$ cat config.mk
export PLATFORM = sky130hd
export DESIGN_NAME = moore_seq_pattern_tx
export DESIGN_NICKNAME = d
export VERILOG_FILES = /design/src/rtl/seq_tx_pkg.sv /design/src/rtl/seq_tx_shreg.sv /design/src/rtl/moore_seq_pattern_tx.sv
export SDC_FILE = /design/constraint.sdc
export NUM_CORES = 1
export LEC_CHECK = 0
export BUFFER_PORTS_ARGS = -buffer_cell sky130_fd_sc_hd__buf_4
export CAP_MARGIN = 25
export CORE_UTILIZATION = 45
export CTS_CLUSTER_DIAMETER = 120
export DETAILED_ROUTE_END_ITERATION = 8
export GPL_TIMING_DRIVEN = 1
export HOLD_SLACK_MARGIN = 0.06
export PLACE_DENSITY_LB_ADDON = 0.1
export SLEW_MARGIN = 10
export SYNTH_ARGS = -nofsm -noshare
export SYNTH_HDL_FRONTEND = slang
export SYNTH_SLANG_ARGS = --single-unit
$ cat constraint.sdc
create_clock -name clk -period 2.9 [get_ports clk]
set_input_delay 0.145 -clock clk [delete_from_list [all_inputs] [get_ports clk]]
set_output_delay 0.145 -clock clk [all_outputs]
set_load 0.005 [all_outputs]
$ cat src/rtl/seq_tx_pkg.sv
// Shared types and constants for the serial pattern transmitter.
package seq_tx_pkg;

    // FSM state encoding shared by the transmitter and anything observing dbg_state
    typedef enum logic [1:0] {
        IDLE  = 2'd0,
        SHIFT = 2'd1,
        GAP   = 2'd2,
        DONE  = 2'd3
    } seq_tx_state_e;

    // Built-in pattern: 10110, sent MSB first
    localparam logic [3:0] DEF_LEN   = 4'd5;
    localparam logic [4:0] PAT_10110 = 5'b10110;

    // Effective pattern length: 0 means one bit, anything wider than the register is clipped
    function automatic logic [3:0] clamp_len(input logic [3:0] len, input logic [3:0] max_len);
        if (len == 4'd0) begin
            return 4'd1;
        end else if (len > max_len) begin
            return max_len;
        end else begin
            return len;
        end
    endfunction

endpackage

$ cat src/rtl/seq_tx_shreg.sv
// Loadable MSB-first shift register. On load the pattern is left-aligned so
// that bit len-1 sits at the serial output; each shift presents the next lower bit.
module seq_tx_shreg #(
    parameter int W = 8
) (
    input  logic         clk,
    input  logic         rst,
    input  logic         load,
    input  logic         shift,
    input  logic [3:0]   len,
    input  logic [W-1:0] din,
    output logic         sout
);

    localparam logic [3:0] W_L = 4'(W);

    logic [W-1:0] sr_q;
    logic [W-1:0] sr_d;

    // Load has priority over shift; len is already within 1..W
    always_comb begin
        sr_d = sr_q;
        if (load) begin
            sr_d = din << (W_L - len);
        end else if (shift) begin
            sr_d = sr_q << 1;
        end
    end

    // Shift register storage, cleared by reset
    always_ff @(posedge clk or negedge rst) begin
        if (!rst) begin
            sr_q <= '0;
        end else begin
            sr_q <= sr_d;
        end
    end

    assign sout = sr_q[W-1];

endmodule

$ cat src/rtl/moore_seq_pattern_tx.sv
// Moore-FSM serial pattern transmitter: sends a latched pattern MSB first,
// repeated rep_cnt times, then pulses done for one cycle.
// Optional macro SEQ_TX_GAP_EN inserts one idle GAP cycle between copies.
//
// Handshake: start is a request sampled only in IDLE; there is no backpressure.
// out_valid=1 marks every cycle in which out_seq carries a pattern bit.
module moore_seq_pattern_tx
    import seq_tx_pkg::*;
#(
    parameter int               PAT_W   = 8,
    parameter logic [PAT_W-1:0] DEF_PAT = PAT_W'({3'b000, PAT_10110})
) (
    input  logic             clk,
    input  logic             rst,
    input  logic             start,
    input  logic             use_def,
    input  logic [PAT_W-1:0] pat_in,
    input  logic [3:0]       pat_len,
    input  logic [3:0]       rep_cnt,
    output logic             out_seq,
    output logic             out_valid,
    output logic             busy,
    output logic             done,
    output logic [1:0]       dbg_state
);

    localparam logic [3:0] PAT_W_L = 4'(PAT_W);
    localparam logic [1:0] S_IDLE  = IDLE;
    localparam logic [1:0] S_SHIFT = SHIFT;
`ifdef SEQ_TX_GAP_EN
    localparam logic [1:0] S_GAP   = GAP;
`endif
    localparam logic [1:0] S_DONE  = DONE;

    logic [1:0]       state_q, state_d;
    logic [PAT_W-1:0] pat_q, pat_d;
    logic [3:0]       len_q, len_d;
    logic [3:0]       bit_q, bit_d;
    logic [3:0]       copy_q, copy_d;

    logic [PAT_W-1:0] req_pat;
    logic [3:0]       req_len;
    logic [3:0]       req_rep;

    logic             sh_load;
    logic             sh_shift;
    logic [PAT_W-1:0] sh_din;
    logic [3:0]       sh_len;
    logic             sh_sout;

    // Resolve the requested pattern, length and repeat count from the inputs
    always_comb begin
        req_pat = use_def ? DEF_PAT : pat_in;
        req_len = clamp_len(use_def ? DEF_LEN : pat_len, PAT_W_L);
        req_rep = (rep_cnt == 4'd0) ? 4'd1 : rep_cnt;
    end

    // Next-state logic; both counters hold at zero and only ever count down
    always_comb begin
        state_d  = state_q;
        pat_d    = pat_q;
        len_d    = len_q;
        bit_d    = bit_q;
        copy_d   = copy_q;
        sh_load  = 1'b0;
        sh_shift = 1'b0;
        sh_din   = pat_q;
        sh_len   = len_q;
        case (state_q)
            S_IDLE: begin
                if (start) begin
                    pat_d    = req_pat;
                    len_d    = req_len;
                    bit_d    = req_len - 4'd1;
                    copy_d   = req_rep - 4'd1;
                    sh_load  = 1'b1;
                    sh_din   = req_pat;
                    sh_len   = req_len;
                    state_d  = S_SHIFT;
                end
            end
            S_SHIFT: begin
                if (bit_q != 4'd0) begin
                    bit_d    = bit_q - 4'd1;
                    sh_shift = 1'b1;
                end else if (copy_q != 4'd0) begin
                    copy_d   = copy_q - 4'd1;
`ifdef SEQ_TX_GAP_EN
                    state_d  = S_GAP;
`else
                    sh_load  = 1'b1;
                    bit_d    = len_q - 4'd1;
`endif
                end else begin
                    state_d  = S_DONE;
                end
            end
`ifdef SEQ_TX_GAP_EN
            S_GAP: begin
                sh_load = 1'b1;
                bit_d   = len_q - 4'd1;
                state_d = S_SHIFT;
            end
`endif
            S_DONE: begin
                state_d = S_IDLE;
            end
            default: begin
                state_d = S_IDLE;
            end
        endcase
    end

    // State and transfer registers, cleared asynchronously
    always_ff @(posedge clk or negedge rst) begin
        if (!rst) begin
            state_q <= S_IDLE;
            pat_q   <= '0;
            len_q   <= '0;
            bit_q   <= '0;
            copy_q  <= '0;
        end else begin
            state_q <= state_d;
            pat_q   <= pat_d;
            len_q   <= len_d;
            bit_q   <= bit_d;
            copy_q  <= copy_d;
        end
    end

    seq_tx_shreg #(
        .W (PAT_W)
    ) u_shreg (
        .clk   (clk),
        .rst   (rst),
        .load  (sh_load),
        .shift (sh_shift),
        .len   (sh_len),
        .din   (sh_din),
        .sout  (sh_sout)
    );

    // Outputs decode from the state register and the registered shift output only
    assign out_valid = (state_q == S_SHIFT);
    assign out_seq   = out_valid & sh_sout;
    assign done      = (state_q == S_DONE);
`ifdef SEQ_TX_GAP_EN
    assign busy      = (state_q == S_SHIFT) || (state_q == S_GAP);
`else
    assign busy      = (state_q == S_SHIFT);
`endif
    assign dbg_state = state_q;

endmodule

### Yosys cells after proc, flatten, opt, wreduce, memory -nomap -nowiden

Cells that the tools add are included.

* bits in registers: 30

* add/sub/neg operators: 6
* $lt $le $gt $ge: 1
* eq/ne operators: 7
* shifts and indexed selects: 1
* muxes and demuxes: 29
* bitwise operators: 1
* reduce and logical (&&, ||, !) cells: 10

Operators with widths (number)
* two-way mux 4 bit: 12
* two-way mux 8 bit: 5
* subtractor 4 x 1 -> 4 bit (second input constant): 5
* one-hot mux 4 bit (2 select lines): 2
* logical NOT 4 bit: 2
* nonzero test 4 bit: 2
* left shift 8 x 4 -> 8 bit: 1
* two-way mux 2 bit: 3
* inequality test 2 bit (second input constant): 3
* AND reduction 3 bit: 2
* two-way mux 1 bit: 5
* greater-than comparator 4 bit (second input constant): 1
* one-hot mux 2 bit (2 select lines): 1
* AND reduction 4 bit: 1
* nonzero test 2 bit: 2
* subtractor 4 bit (first input constant): 1
* inequality test 3 x 1 -> 1 bit (second input constant): 1
* equality test 2 x 1 -> 1 bit (second input constant): 1
* equality test 2 bit (second input constant): 1
* logical NOT 2 bit: 1
* inequality test 2 x 1 -> 1 bit (second input constant): 1
* one-hot mux 1 bit (2 select lines): 1
* bitwise AND 1 bit: 1

### Logic depth before layout (Yosys ltp)

Gate-level depths: netlist of the first run.

* depth after elaboration: 9
* depth in mapped cells: 12
* gate-level depth less buffers: 11

### Cells and area by module

From an unflattened synthesis of the first run, not the netlist that was laid out.

* cells, all modules: 210
* area total of the unflattened synthesis: 1886.8 um^2

By module, submodules not included
* moore_seq_pattern_tx: times used 1, cells each 125, area an instance 1182.4 um^2, sequential area each 550.5 um^2
* seq_tx_shreg: times used 1, cells each 85, area an instance 704.4 um^2, sequential area each 200.2 um^2

### Least setup slack after synthesis of the first run

Ideal clock, no wire load.

* kind: reg-to-reg
* start point: register state_q[0] (netlist: dbg_state[0])
* end point: register u_shreg.sr_q[7]
* library setup time: 0.092 ns
* arrival: 2.740 ns
* data required time: 2.808 ns
* slack: 0.068 ns
* cell stages (with the launch flop): 12
* path buffers: 1
* period minus slack after synthesis: 2.832 ns
* cell sequence: dfrtp_1 buf_6 nor4b_2 a21oi_1 inv_1 ha_1 inv_1 or4_4 nand4_4 mux2_4 and2_1 o31ai_2

* longest elaborated chain between the ends: 5

RTL lines
* start, declared: line moore_seq_pattern_tx.sv:35 `logic [1:0] state_q, state_d;`
* start signal, assigned: line moore_seq_pattern_tx.sv:123 `state_q <= state_d;`
* logical NOT 2 bit: line moore_seq_pattern_tx.sv:69 `case (state_q)`
* two-way mux 4 bit
* subtractor 4 bit: line seq_tx_shreg.sv:24 `sr_d = din << (W_L - len);`
* left shift 8 x 4 -> 8 bit: line seq_tx_shreg.sv:24
* two-way mux 8 bit: line seq_tx_shreg.sv:23 `if (load) begin`
* end signal, assigned: line seq_tx_shreg.sv:35 `sr_q <= sr_d;`
* end, declared: line seq_tx_shreg.sv:17 `logic [W-1:0] sr_q;`

Parallel ways exist; a longest one is shown, timed or not.
A chain may end at the register's enable or synchronous reset.

### Final worst setup path of the first run

Same ends and word-level chain as after synthesis.

==> summary.txt, run 1 <==
Pins Over Slew Limit: 0
Die W: 69.7 microns
synth warn: 0
#FFs+latches synth: 30
core area: 4380 sq um
WP data arrival: 2.99 ns
first-pass GRT wire length: 8930 microns
Yosys top cell area share: 0.364
RSZ-0062 raised after global routing: false
pwr/cell area: 831 nW/um^2
average cell area after synthesis: 8.77 sq um
max_cap viols: 0
area grow syn2layout: 20.0%
cell taking the most area after synthesis: dfrtp_1
final wirelength: 5310 microns
f_max: 358 MHz
Sw Pwr: 832 uW
final core occ: 0.564
HPWL after detailed placement: 3840 microns
Flop pwr share: 0.340
clock tree buffer depth: 2
Syn Nets: 258
worst slew pin tran: 0.624 ns
Primary FF master, synth: dfrtp_1
Final ANT Viol Nets: 0
Seq/Total Area, Yosys: 0.364
DR DRC count: 0
Final Setup Violations: 0
post-route cell area: 2470 sq um
fraction of layout cells with a size suffix above 1: 0.239
Post-DP Area: 2350 sq um
Netlist cell types: 60
Critical Path Source Type: register
Layout Nets: 294
root buf cell: clkbuf_8
Die ar.: 4860 sq um
main area contributors after synthesis: dfrtp_1 36%, mux2i_1 4.9%, nor2_1 4.6%
Hold Path End: pat_q[3]$_DFF_PN0_
clk sinks: 30
M1 wire length: 2680 microns
CP Max Fanout: 10
Clock transition at path regs: 0.07 ns
DR WL/cell: 16.4 microns
I/O pins: 26
Synth async-reset ratio: 1.00
R2R Path Start: dbg_state[0]$_DFFE_PN0P_
Slowest-stage cell, CP: or4_4
Tcrit/Tclk final: 0.964
CTS tree: built
worst hold start: pat_in[3]
Worst path max stage delay: 0.52 ns
gr ovfl total: 0
Initial Util: 0.470
CTS buffer count: 5
Commonest cells post-synth: 30 x dfrtp_1, 25 x nor2_1, 19 x nand2_1
status: complete, no violations
Setup TNS Final: 0 ns
Pleak: 0.00108 uW
slack of the worst reg-to-reg path: 0.11 ns
crit-path cells: nor3b_4 > mux2i_2 > ha_1 > inv_1 > or4_4 > nand4_4 > mux2_4 > and2_1 > o31ai_2
Met3 Wirelength: 231 microns
Hold WC Path Type: in -> reg
met2 routed WL: 2340 microns
Hold Violations, Final: 0
Gate Count Post-Synth: 235
gp weighted congestion: 0.845
WP data required: 3.09 ns
Ant. Diodes: 0
critical path class: reg -> reg
largest net degree at the start of global routing: 31
clock share of power: 0.173
FP Rows: 24
Iter 0 DRT Violations: 148
internal power: 1230 uW
number of H-tree levels: 2
Fillers: 417
worst vdd ir: 0.405 mV
Reg-to-Reg End: u_shreg.sr_q[7]$_DFFE_PN0P_
cell area after synthesis: 2060 sq um
worst rel slew slack: 0.580
sw frac: 0.404
vias per cell: 5.85
via count: 1894
worst-case reg-to-reg path depth: 9
Buffers on Ports: 25
Comb pwr share: 0.487
uppermost routed layer: met4
DRT Pass-1 Iters: 4
gr usage total: 0.234
Hold Path Stages: 2
Clock Latency Late Sink: 0.28 ns
Final min period: 2.79 ns
EDFF count, synth: 0
most frequent cell after synthesis: dfrtp_1
Die Y: 69.7 microns
vias in the first global route: 1744
Clock Skew: 0.00391 ns
initial antenna violation count: 0
critical path capture point type: register
==> metrics by stage <==
step	setup slack [ns]	instances	hold WS, ns	total power [uW]
after floorplan	0.0679	235	-0.151	1420
final	0.105	324	0.101	2060
after global routing	0.00405	324	0.101	2230
after detailed placement	0.0877	314	0.105	1680
after global placement	0.212	314	0.101	1680
after CTS	0.0546	323	0.0986	2050
==> flip-flops by register name, summed over array words and instances, names as in the netlist, named ones only <==
register      cells
pat_q             8
len_q             3
bit_q             4
copy_q            4
dbg_state         2
u_shreg.sr_q      8
==> worst max-delay path, delay by kind of cell, from the launching register on <==
| kind | cells | cell delay (ns) |
|---|---|---|
| AND/OR/NAND/NOR | 4 | 1.12 |
| multiplexers | 2 | 0.60 |
| flip-flops | 1 | 0.47 |
| adder cells (fa/ha/maj) | 1 | 0.22 |
| AO/OA/AOI/OAI | 1 | 0.21 |
| buffers and inverters | 1 | 0.07 |
==> logic make-up (layout without fill, tap and decap cells) <==
kind of cell             count (synthesis)  after routing  share of synthesized area
AO/OA/AOI/OAI                           76             76                      0.240
XOR/XNOR                                 2              2                    0.00850
adder cells (fa/ha/maj)                  3              3                     0.0182
buffers and inverters                   24             61                     0.0552
flip-flops                              30             30                      0.364
multiplexers                            15             15                     0.0777
AND/OR/NAND/NOR                         85             85                      0.237
==> power groups by stage <==
stage	registers [uW]	logic [uW]	clock network [uW]
after detailed placement	704	981	0
final	699	1000	356
after floorplan	664	759	0
after CTS	697	990	368
after global placement	704	976	0
after global routing	716	1130	384
==> how the worst max path moves through the flow <==
stage | depth (start not counted) | slack, ns | startpoint | endpoint
6_report | 9 | 0.11 | dbg_state[0]$_DFFE_PN0P_ | u_shreg.sr_q[7]$_DFFE_PN0P_
5_1_grt | 9 | 0.004 | dbg_state[0]$_DFFE_PN0P_ | u_shreg.sr_q[7]$_DFFE_PN0P_
4_1_cts | 9 | 0.05 | dbg_state[0]$_DFFE_PN0P_ | u_shreg.sr_q[7]$_DFFE_PN0P_
3_5_place_dp | 9 | 0.09 | dbg_state[0]$_DFFE_PN0P_ | u_shreg.sr_q[7]$_DFFE_PN0P_
3_3_place_gp | 9 | 0.21 | dbg_state[0]$_DFFE_PN0P_ | u_shreg.sr_q[7]$_DFFE_PN0P_
2_1_floorplan | 11 | 0.07 | dbg_state[0]$_DFFE_PN0P_ | u_shreg.sr_q[7]$_DFFE_PN0P_
==> cells in the final DEF (no fill, tap or decap), drive strengths merged, types with 2 or more instances in the layout <==
master	instances
clkbuf	6
nor2b	3
a2111oi	3
nand4	3
mux2	5
o22ai	2
inv	12
or3	2
nor3b	4
a21oi	15
nor2	25
nand2b	3
a31oi	4
nor4b	2
and2	3
nor4	3
a211oi	4
xnor2	2
buf	40
a22oi	6
nor3	6
ha	3
mux2i	10
nand3b	3
a31o	2
nand2	19
o211ai	3
o31ai	3
and3	2
a21o	2
dfrtp	30
nand3	5
o21ai	22
==> layout make-up <==
type	instances	area, sq um	share of cell area
Multi-Input combinational cell	181	1210	0.488
Inverter	12	45.0	0.0182
Tap cell	52	65.1	0.0263
Clock inverter	2	12.5	0.00506
Clock buffer	6	82.6	0.0334
Sequential cell	30	752	0.304
Timing Repair Buffer	41	310	0.125
==> what timing repair did <==
item | 4_1_cts | 5_1_grt
setup buffers | 0 | 1
hold endpoints to repair | 30 | 0
resized for setup | 0 | 4
hold buffers | 1 | 0
setup endpoints to repair | 0 | 2
==> per-layer routing <==
layer	track usage	up-vias
li1	-	937
met1	0.351	904
met2	0.343	46
met3	0.0480	7
met4	0.0600	0
met5	0	-
(Power assumes the default switching activity.)
==> inputs of run 2 (changes only) <==
--- a/config.mk
+++ b/config.mk
@@ -7,7 +7,9 @@
 export LEC_CHECK = 0
 export BUFFER_PORTS_ARGS = -buffer_cell sky130_fd_sc_hd__buf_4
 export CAP_MARGIN = 25
-export CORE_UTILIZATION = 45
+export CELL_PAD_IN_SITES_DETAIL_PLACEMENT = 0
+export CELL_PAD_IN_SITES_GLOBAL_PLACEMENT = 1
+export CORE_UTILIZATION = 40
 export CTS_CLUSTER_DIAMETER = 120
 export DETAILED_ROUTE_END_ITERATION = 8
 export GPL_TIMING_DRIVEN = 1
@@ -17,3 +19,4 @@
 export SYNTH_ARGS = -nofsm -noshare
 export SYNTH_HDL_FRONTEND = slang
 export SYNTH_SLANG_ARGS = --single-unit
+export TNS_END_PERCENT = 5
==> summary.txt, run 2 (synthesized netlist as in run 1, its figures left out) <==
critical path class: reg -> reg
Final Setup Violations: 0 (unchanged)
leading registers by flop count: pat_q x8, u_shreg.sr_q x8
Pins Over Slew Limit: 0 (unchanged)
Critical Path Source Type: register
worst rel slew slack: 0.582 (+0.00147)
vias per cell: 5.63 (-3.7%)
Layout Nets: 296 (+0.68%)
core area: 4850 sq um (+11%)
via count: 1908 (+0.74%)
final core occ: 0.514 (-0.0510)
max_cap viols: 0 (unchanged)
first-pass GRT wire length: 9250 microns (+3.6%)
WP data arrival: 2.95 ns (-0.04 ns)
gp weighted congestion: 0.845 (about the same)
Tcrit/Tclk final: 0.951 (-0.0130)
Initial Util: 0.425 (-0.0450)
DR WL/cell: 16.3 microns (-0.52%)
largest net degree at the start of global routing: 31 (unchanged)
DR DRC count: 0 (unchanged)
status: complete, no violations
root buf cell: clkbuf_8
worst vdd ir: 0.349 mV (-14%)
hold slack: 0.0889 ns (-0.0120 ns)
Final ANT Viol Nets: 0 (unchanged)
HPWL after detailed placement: 4100 microns (+6.6%)
Pleak: 0.00108 uW (+0.42%)
Ant. Diodes: 0 (unchanged)
Die ar.: 5450 sq um (+12%)
FP Rows: 25 (+4.2%)
Clock transition at path regs: 0.07 ns (about the same)
I/O pins: 26 (unchanged)
Hold WC Path Type: in -> reg
Final min period: 2.76 ns (-0.0377 ns)
Die W: 73.8 microns (+5.9%)
clk sinks: 30 (unchanged)
Clock Skew: 0.0116 ns (+0.00766 ns)
Buffers on Ports: 25 (unchanged)
area grow syn2layout: 20.8%
RSZ-0062 raised after global routing: false
Die Y: 73.8 microns (+5.9%)
final wirelength: 5520 microns (+4.1%)
vias in the first global route: 1766 (+1.3%)
slack of the worst reg-to-reg path: 0.14 ns (+0.04 ns)
most frequent cells in the layout: 42 x buf_4, 29 x dfrtp_1, 25 x nor2_1
f_max: 363 MHz (+1.4%)
number of H-tree levels: 2 (unchanged)
CP Max Fanout: 10 (unchanged)
Iter 0 DRT Violations: 138 (-6.8%)
gr usage total: 0.228 (-0.00574)
CTS tree: built
Setup TNS Final: 0 ns (unchanged)
gr ovfl total: 0 (unchanged)
initial antenna violation count: 0 (unchanged)
commonest non-fill, non-tap cell in the layout: buf_4
Clock Latency Late Sink: 0.28 ns (about the same)
worst slew pin tran: 0.624 ns (+0.000628 ns)
Hold Violations, Final: 0 (unchanged)
WP data required: 3.09 ns (about the same)
pwr/cell area: 827 nW/um^2 (-0.48%)
CTS buffer count: 5 (unchanged)
critical path capture point type: register
fraction of layout cells with a size suffix above 1: 0.235 (-0.00368)
clock tree buffer depth: 2 (unchanged)
DRT Pass-1 Iters: 4 (unchanged)
## run 2: what timing repair did
action | in CTS | in global routing
endpoints found under the setup margin | 0 | 1
endpoints found under the hold margin | 30 | 0
setup buffers | 0 | 1
gates resized for setup | 0 | 2
hold buffers | 1 | 0
## run 2: power breakdown
group | internal (uW) | leakage [uW] | switching, uW | total (uW)
Clock | 183 | 0.0000431 | 160 | 343
Sequential | 565 | 0.000375 | 130 | 696
Combinational | 468 | 0.000663 | 554 | 1020
Total | 1220 | 0.00108 | 844 | 2060
## run 2: critical path, cell delays in order, from the launching register on
cell	delay (ns)
dfrtp_2	0.47
nor3b_4	0.30
mux2i_2	0.28
ha_1	0.20
inv_1	0.07
or4_4	0.52
nand4_4	0.14
mux2_4	0.33
and2_1	0.16
o31ai_2	0.20
## run 2: cell type report
cell class	instances	area (sq um)
multi-input cells	181	1200
well taps	67	83.8
flip-flops and latches	30	752
clock buffers	6	82.6
fillers	493	2360
inverters	12	45.0
repair buffers	43	325
## run 2: final timing paths
kind                                               start                           to  depth (start not counted)
worst max-delay path            dbg_state[1]$_DFFE_PN0P_  u_shreg.sr_q[7]$_DFFE_PN0P_                          9
worst min register to register        pat_q[7]$_DFF_PN0_           pat_q[7]$_DFF_PN0_                          2
min in group asynchronous                            rst           pat_q[3]$_DFF_PN0_                          2
worst min-delay path                           pat_in[3]           pat_q[3]$_DFF_PN0_                          2
max in group asynchronous                            rst     dbg_state[1]$_DFFE_PN0P_                          2
worst max register to register  dbg_state[1]$_DFFE_PN0P_  u_shreg.sr_q[7]$_DFFE_PN0P_                          9
## run 2: metal layers
metal  global-route usage  part of all wire  vias up
met5                    0                 0        -
met4               0.0641             0.011        0
met3               0.0412             0.033        6
met2                0.347              0.44       38
met1                0.331              0.51      925
li1                     -                 -      939
## run 2: through the flow
step | instance area (sq um) | power [uW] | setup slack [ns] | cells
after floorplan | 2060 | 1420 | 0.0679 | 235
after global placement | 2380 | 1720 | 0.246 | 331
after detailed placement | 2380 | 1710 | 0.180 | 331
after CTS | 2480 | 2060 | 0.161 | 338
after global routing | 2490 | 2220 | 0.0259 | 339
final | 2490 | 2060 | 0.143 | 339
